`src/rtl/scnn_accum_scatter.sv`:
```
// Scatter-accumulate stage: drains a batch of products into a saturating accumulator
// bank one live lane per cycle, and streams the bank out (clearing it) on request.
//
// state   | meaning
// IDLE    | waiting for a batch or a drain request
// ACCUM   | adding the registered batch, lowest live lane first
// DRAIN   | streaming acc[pointer] out and clearing each entry on handshake
module scnn_accum_scatter #(
    parameter int NUM_PROD = 16,
    parameter int DATA_W   = 16,
    parameter int ACC_W    = 24,
    parameter int DEPTH    = 64
) (
    input  logic                       clk,
    input  logic                       rst_n,
    input  logic                       in_valid,
    output logic                       in_ready,
    input  logic [NUM_PROD*DATA_W-1:0] in_prod,
    input  logic [NUM_PROD*8-1:0]      in_cords,
    input  logic                       drain_start,
    output logic                       out_valid,
    input  logic                       out_ready,
    output logic [7:0]                 out_addr,
    output logic [ACC_W-1:0]           out_data,
    output logic                       busy,
    output logic                       sat_flag
);

    localparam int AW = (DEPTH > 1) ? $clog2(DEPTH) : 1;
    localparam int SW = (NUM_PROD > 1) ? $clog2(NUM_PROD) : 1;
    localparam logic [8:0] DEPTH_C  = 9'(DEPTH);
    localparam logic [7:0] LAST_PTR = 8'(DEPTH - 1);
    localparam logic [ACC_W-1:0] ACC_MAX = {1'b0, {(ACC_W-1){1'b1}}};
    localparam logic [ACC_W-1:0] ACC_MIN = {1'b1, {(ACC_W-1){1'b0}}};

    typedef enum logic [1:0] {S_IDLE, S_ACCUM, S_DRAIN} state_t;

    state_t                     state;
    logic [NUM_PROD*DATA_W-1:0] prod_q;
    logic [NUM_PROD*AW-1:0]     cords_q;
    logic [NUM_PROD-1:0]        live_mask;
    logic [7:0]                 pointer;
    logic                       sat_q;
    logic [ACC_W-1:0]           acc [DEPTH];

    logic [NUM_PROD-1:0] live_in;
    logic [NUM_PROD-1:0] next_mask;
    logic [SW-1:0]       sel;
    logic [DATA_W-1:0]   sel_prod;
    logic [AW-1:0]       sel_idx;
    logic [ACC_W-1:0]    cur_acc;
    logic [ACC_W:0]      prod_ext;
    logic [ACC_W:0]      sum;
    logic                ovf;
    logic [ACC_W-1:0]    new_val;

    always_comb begin
        for (int k = 0; k < NUM_PROD; k++) begin
            live_in[k] = ({1'b0, in_cords[k*8 +: 8]} < DEPTH_C) &&
                         (in_prod[k*DATA_W +: DATA_W] != '0);
        end
    end

    always_comb begin
        sel = '0;
        for (int k = NUM_PROD - 1; k >= 0; k--) begin
            if (live_mask[k]) sel = SW'(k);
        end
    end

    // Clearing the lowest set bit matches the lane chosen by the priority encoder above.
    assign next_mask = live_mask & (live_mask - 1'b1);
    assign sel_prod  = prod_q[sel*DATA_W +: DATA_W];
    assign sel_idx   = cords_q[sel*AW +: AW];
    assign cur_acc   = acc[sel_idx];
    assign prod_ext  = {{(ACC_W + 1 - DATA_W){sel_prod[DATA_W-1]}}, sel_prod};
    assign sum       = {cur_acc[ACC_W-1], cur_acc} + prod_ext;
    assign ovf       = sum[ACC_W] ^ sum[ACC_W-1];
    assign new_val   = ovf ? (sum[ACC_W] ? ACC_MIN : ACC_MAX) : sum[ACC_W-1:0];

    always_ff @(posedge clk or negedge rst_n) begin
        if (!rst_n) begin
            state     <= S_IDLE;
            prod_q    <= '0;
            cords_q   <= '0;
            live_mask <= '0;
            pointer   <= '0;
            sat_q     <= 1'b0;
            for (int i = 0; i < DEPTH; i++) acc[i] <= '0;
        end else begin
            case (state)
                S_IDLE: begin
                    if (drain_start) begin
                        state   <= S_DRAIN;
                        pointer <= '0;
                        sat_q   <= 1'b0;
                    end else if (in_valid) begin
                        prod_q    <= in_prod;
                        live_mask <= live_in;
                        for (int k = 0; k < NUM_PROD; k++) begin
                            cords_q[k*AW +: AW] <= in_cords[k*8 +: AW];
                        end
                        if (|live_in) state <= S_ACCUM;
                    end
                end
                S_ACCUM: begin
                    acc[sel_idx] <= new_val;
                    if (ovf) sat_q <= 1'b1;
                    live_mask <= next_mask;
                    if (next_mask == '0) state <= S_IDLE;
                end
                S_DRAIN: begin
                    if (out_ready) begin
                        acc[pointer[AW-1:0]] <= '0;
                        if (pointer == LAST_PTR) begin
                            state   <= S_IDLE;
                            pointer <= '0;
                        end else begin
                            pointer <= pointer + 8'd1;
                        end
                    end
                end
                default: state <= S_IDLE;
            endcase
        end
    end

    assign in_ready  = (state == S_IDLE) && !drain_start;
    assign out_valid = (state == S_DRAIN);
    assign out_addr  = out_valid ? pointer : 8'd0;
    assign out_data  = out_valid ? acc[pointer[AW-1:0]] : '0;
    assign busy      = (state != S_IDLE);
    assign sat_flag  = sat_q;

endmodule
```
`config.mk`:
```
export PLATFORM = sky130hd
export DESIGN_NAME = scnn_accum_scatter
export DESIGN_NICKNAME = d
export VERILOG_FILES = /design/src/rtl/scnn_accum_scatter.sv
export SDC_FILE = /design/constraint.sdc
export NUM_CORES = 2
export LEC_CHECK = 0
export BUFFER_PORTS_ARGS = -buffer_cell sky130_fd_sc_hd__buf_4
export CORE_MARGIN = 8
export CORE_UTILIZATION = 50
export DETAILED_ROUTE_END_ITERATION = 8
export MAX_ROUTING_LAYER = met4
export PLACE_DENSITY = 0.67
export SLEW_MARGIN = 20
export SYNTH_ARGS = -nofsm -noshare
export SYNTH_HDL_FRONTEND = slang
export SYNTH_SLANG_ARGS = --single-unit
```
`constraint.sdc`:
```
create_clock -name clk -period 19.3 [get_ports clk]
set_clock_uncertainty 0.15 [all_clocks]
set_input_delay 1.93 -clock clk [delete_from_list [all_inputs] [get_ports clk]]
set_output_delay 1.93 -clock clk [all_outputs]
set_load 0.01 [all_outputs]
```
# == Yosys cells after proc, flatten, opt, wreduce, memory -nomap -nowiden ==
# Index checks and enable logic that the tools add are counted.
# totals
wordCells,214
output_inout_bits,36
regBits,1915
# classes
reduce_logical,49
n_eq_ne,12
order_cmp,20
shift,2
n_mux,50
multipliers,1
bitwise,7
addsub,3
# ops
cell,n
1536-bit case mux with 2 select lines,1
1536-bit bitwise AND,1
1536-bit bitwise mux,1
1536-bit two-way mux,1
1536-bit NOT,1
24-bit binary-select mux with 6-bit select,2
24-bit demux with 6-bit select,2
16-bit nonzero test,16
256-bit by 9-bit indexed part select with 16-bit output,1
24-bit two-way mux,9
"8-bit by 7-bit < comparator with 1-bit output, second input constant",16
96-bit by 8-bit indexed part select with 6-bit output,1
4-bit two-way mux,16
16-bit two-way mux,2
8-bit two-way mux,4
16-bit case mux with 2 select lines,1
24-bit by 16-bit adder with 25-bit output,1
1-bit logical AND,19
16-bit bitwise AND,1
16-bit logical NOT,1
8-bit case mux with 2 select lines,1
16-bit OR reduction,1
"16-bit by 1-bit subtractor with 16-bit output, second input constant",1
"7-bit >= comparator, second input constant",2
22 further kinds,42

# == Logic depth before layout (Yosys ltp) ==
# depth
ltp_word,27
depth_mapped,36
ltp_nobuf,27

# == Worst setup path after synthesis ==
# Ideal clock, no wire load.
# synth_timing
path_kind,reg-to-reg
from,register live_mask[0]
to,register acc[1282] in the netlist's numbering
arrival_ns,7.527
synth_period_minus_slack_ns,7.744
path_slack_ns,11.556
required_time_ns,19.084
stages_incl_launch_ff,32
cell_sequence,dfrtp_1 > buf_6 > or4_1 > a21oi_2 > a21bo_2 > nand2_2 > buf_6 > mux2_2 > o2111ai_1 > or2_1 > buf_2 > buf_2 > buf_2 > clkbuf_1 > clkbuf_1 > a311oi_1 > nor3_1 > nor4b_1 > ha_1 > or4_1 > o2111ai_1 > a2111oi_0 > o41ai_1 > o21ai_1 > a221oi_1 > xnor2_1 > or2_1 > nand2_1 > buf_2 > a21oi_1 > clkbuf_1 > a22o_1
# synth_via
elab_chain_cells,12
elab_cells_between_ends,19
# synth_rtl
element,line,text
start: declaration,41,logic [NUM_PROD-1:0] live_mask;
start signal: assignment,99,live_mask <= live_in;
start signal: assignment,109,live_mask <= next_mask;
4-bit two-way mux *,67,if (live_mask[k]) sel = SW'(k);
4-bit by 2-bit multiplier with 6-bit output,74,assign sel_idx = cords_q[sel*AW +: AW];
96-bit by 8-bit indexed part select with 6-bit output,74,
6-bit NOT with 7-bit output (not written as such),"75, 107",
24-bit binary-select mux with 6-bit select,75,assign cur_acc = acc[sel_idx];
24-bit two-way mux (not written as such) (2 in series),75,
24-bit by 16-bit adder with 25-bit output,77,"assign sum = {cur_acc[ACC_W-1], cur_acc} + prod_ext;"
24-bit two-way mux or 1-bit bitwise XOR (tied branches),"79, 78",
24-bit two-way mux,79,assign new_val = ovf ? (sum[ACC_W] ? ACC_MIN : ACC_MAX) : sum[ACC_W-1:0];
1536-bit bitwise mux *,107,acc[sel_idx] <= new_val;
1536-bit case mux with 2 select lines *,91,case (state)
end signal: indexed assignment,107,
end: declaration,44,logic [ACC_W-1:0] acc [DEPTH];
# Mark *: on every way between the ends. The rest lies on a longest branch, timed or not. The select of a mux whose other input is x is not followed.
# A chain may end at the register's enable or synchronous reset.

# == Worst setup path after layout ==
# layout_timing
from,register live_mask[2]
to,register acc[928] in the netlist's numbering
# layout_via
elab_chain_cells,14
elab_cells_between_ends,21
# layout_rtl
element,line
4-bit two-way mux * (3 in series),67
4-bit by 2-bit multiplier with 6-bit output,74
96-bit by 8-bit indexed part select with 6-bit output,74
6-bit NOT with 7-bit output (not written as such),"75, 107"
24-bit binary-select mux with 6-bit select,75
24-bit two-way mux (not written as such) (2 in series),75
24-bit by 16-bit adder with 25-bit output,77
24-bit two-way mux or 1-bit bitwise XOR (tied branches),"79, 78"
24-bit two-way mux,79
1536-bit bitwise mux *,107
1536-bit case mux with 2 select lines *,91
# Marked as above.

==> impl_metrics.env <==
export IMPL_outcome="finished, final reports clean"
export IMPL_synth_distinct_cells=88
export IMPL_nets=10130
export IMPL_worstSkewPairLatency_ps=890
export IMPL_worstPathBufferInverterCount=4
export IMPL_worstSetupStartpointType="flip-flop"
export IMPL_cp_common_cell="buf_4"
export IMPL_dieArea_um2=207800
export IMPL_syn_area_per_cell_um2=9.874
export IMPL_worst_slew_pin_slew_ps=1370
export IMPL_synth_cell_area_um2=96710
export IMPL_grt_max_degree=212
export IMPL_antenna_found_initial=29
export IMPL_fmax_ghz=0.07768
export IMPL_drive_above_1_share=0.1461
export IMPL_min_period_ps=12870
export IMPL_rr_worst_depth=29
export IMPL_synth_top_area_frac=0.4955
export IMPL_htreeDepth=4
export IMPL_final_hold_viol_count=0
export IMPL_io_pins=425
export IMPL_dr_pass1_iters=9
export IMPL_period_share=0.6670
export IMPL_rows=161
export IMPL_synth_seq_cells=1915
export IMPL_numCtsBuffers=205
export IMPL_clk_transition_reported_paths_ps=60
export IMPL_port_buffers=424
export IMPL_cp_depth=29
export IMPL_cts_tree="done"
export IMPL_routedWlPerCell_um=37.84
export IMPL_grtUsageTotal=0.4450
export IMPL_synthTopCellsByArea="dfrtp_1 50%, a22o_1 13%, nand2_1 7.7%"
export IMPL_cts_root_buffer="clkbuf_16"
export IMPL_vias=95240
export IMPL_critPathKind="reg -> reg"
export IMPL_synth_edf_count=0
export IMPL_grt_pass1_wl_mm=670.6
export IMPL_rsz0062_at_grt="false"
export IMPL_start_util=0.5027
export IMPL_die_w_um=455.8
export IMPL_setup_violations=0
export IMPL_cts_sink_count=1915
export IMPL_synth_largest_area_cell="dfrtp_1"
export IMPL_hold_depth=2
export IMPL_post_cts_buffers=0
export IMPL_hold_class="reg -> reg"
export IMPL_syn_nets=10210
export IMPL_crit_required_ps=19950
export IMPL_worstPathArrival_ps=13530
export IMPL_overflow=0
export IMPL_die_h_um=455.8
export IMPL_synth_main_ff_cell="dfrtp_1"
export IMPL_yosysSeqAreaShare=0.4955
export IMPL_slew_viol_final=0
export IMPL_drc=0
export IMPL_dp_hpwl_mm=288.8
export IMPL_gp_congestion=1.024
export IMPL_synthCells=9795
export IMPL_drt_vias_per_instance=7.651
export IMPL_ctsLongestPathBuffers=3
export IMPL_first_global_vias=92360
export IMPL_setup_tns_ps=0
export IMPL_postCtsResizedCells=0
export IMPL_cp_end_kind="flip-flop"
export IMPL_antenna_left=0
export IMPL_drt_iter0_drc=15740
export IMPL_critical_path_peak_fanout=80
export IMPL_areaGrowthSynthToFinish_pct=12.90
export IMPL_cap_violations=0
export IMPL_wl_mm=471.0
export IMPL_max_stage_delay_ps=910
export IMPL_ctsHoldBuffers=0
export IMPL_cpLargestDelayFamily="compound AO/OA/AOI/OAI gates"
export IMPL_cp_slowest_cell="nor4_2"
export IMPL_coreArea_um2=192400
export IMPL_relSlewSlack=0.08643
export IMPL_async_reset_ff_frac=1.000
export IMPL_ys_warn_count=0
-- cells in the final DEF, fill, tap and decap left out, types with 135 or more instances in the layout --
cell type | netlist | routed
a211oi_1 | 174 | 172
nand2_1 | 1983 | 1925
a21oi_1 | 159 | 135
a22o_1 | 1390 | 1390
a221oi_1 | 175 | 175
buf_4 | 47 | 689
o2bb2ai_1 | 244 | 244
o22ai_1 | 239 | 239
clkbuf_16 | 0 | 208
o21ai_0 | 234 | 234
dfrtp_1 | 1915 | 1915
a31oi_1 | 218 | 211
a22oi_1 | 457 | 453
nand3_1 | 260 | 254
-- state kept, by name, summed over array words and instances (netlist names) --
signal	count
pointer	8
cords_q	96
state	2
sat_flag	1
live_mask	16
acc	1536
prod_q	256
-- worst paths after layout --
kind,start,endpoint,slack [ps]
setup reg to reg,live_mask[2]$_DFFE_PN0P_,acc[928]$_DFFE_PN0P_,6430
max in group asynchronous,rst_n,acc[31]$_DFFE_PN0P_,14720
setup / recovery,live_mask[2]$_DFFE_PN0P_,acc[928]$_DFFE_PN0P_,6430
hold reg to reg,prod_q[69]$_DFFE_PN0P_,prod_q[69]$_DFFE_PN0P_,320
min in group asynchronous,rst_n,acc[989]$_DFFE_PN0P_,830
hold / removal,prod_q[69]$_DFFE_PN0P_,prod_q[69]$_DFFE_PN0P_,320
-- synthesized netlist by cell type, types with 13 or more instances --
| master | instances |
|---|---|
| a32oi_1 | 19 |
| buf_1 | 69 |
| a221oi_1 | 175 |
| dfrtp_1 | 1915 |
| nand3_1 | 260 |
| a21oi_1 | 159 |
| o2bb2ai_1 | 244 |
| o221ai_1 | 40 |
| a41oi_1 | 22 |
| o21ai_0 | 234 |
| o32ai_1 | 44 |
| o21ai_1 | 40 |
| inv_1 | 15 |
| and3_1 | 121 |
| buf_2 | 190 |
| nand2_1 | 1983 |
| o31ai_1 | 29 |
| and2_1 | 15 |
| mux2_2 | 115 |
| buf_4 | 47 |
| buf_6 | 13 |
| a22o_1 | 1390 |
| a22oi_1 | 457 |
| nor2_1 | 128 |
| a31oi_1 | 218 |
| or4_1 | 32 |
| o221a_2 | 51 |
| mux2i_1 | 75 |
| o22a_1 | 17 |
| nor3_1 | 64 |
| clkbuf_1 | 683 |
| a311oi_1 | 93 |
| a211oi_1 | 174 |
| nor2_2 | 42 |
| a21o_1 | 18 |
| ha_1 | 25 |
| nor4_1 | 137 |
| o22ai_1 | 239 |
-- final cells by class --
class / instances / area, µm²
Fill cell: 16550 / 83190
Clock buffer: 292 / 5971
Tap cell: 2526 / 3161
Clock inverter: 85 / 1061
Antenna cell: 40 / 100.1
Sequential cell: 1915 / 47920
Timing Repair Buffer: 712 / 5614
Inverter: 15 / 56.30
Multi-Input combinational cell: 6863 / 45300
-- routing by layer --
metal	wire length [µm]	vias up	global-route usage
met5	0	-	-
met4	47430	0	0.3432
met3	73410	2536	0.1851
met2	187800	8755	0.5940
met1	162400	46550	0.5286
li1	-	37400	-
-- stage by stage --
step	utilization	std cells	worst slack [ps]	cell area, µm²	hold slack, ps
floorplan	-	9795	11560	96710	287.4
global placement	0.5299	12030	6686	101900	307.0
detailed placement	0.5300	12030	6898	102000	311.1
CTS	0.5665	12410	6870	109000	326.2
global route	0.5674	12440	6217	109200	339.5
finish	0.5676	12450	6427	109200	322.9
-- worst min-delay path: stages (launching register included) --
cell     delay [ps]
dfrtp_1         340
nand2_1          50
nand2_1          50
-- logic make-up after synthesis --
kind of cell	synth area share
DFF	0.4955
AOI/OAI and AO/OA	0.3043
buffers and inverters	0.04476
xor gates and xnor gates	0.001811
and+or+nand+nor	0.1287
adders and majority gates	0.003648
muxes	0.02129
Power is left out: the tool's default activity adds up to more than one toggle a clock period on the data nets, which glitch-free logic cannot reach.
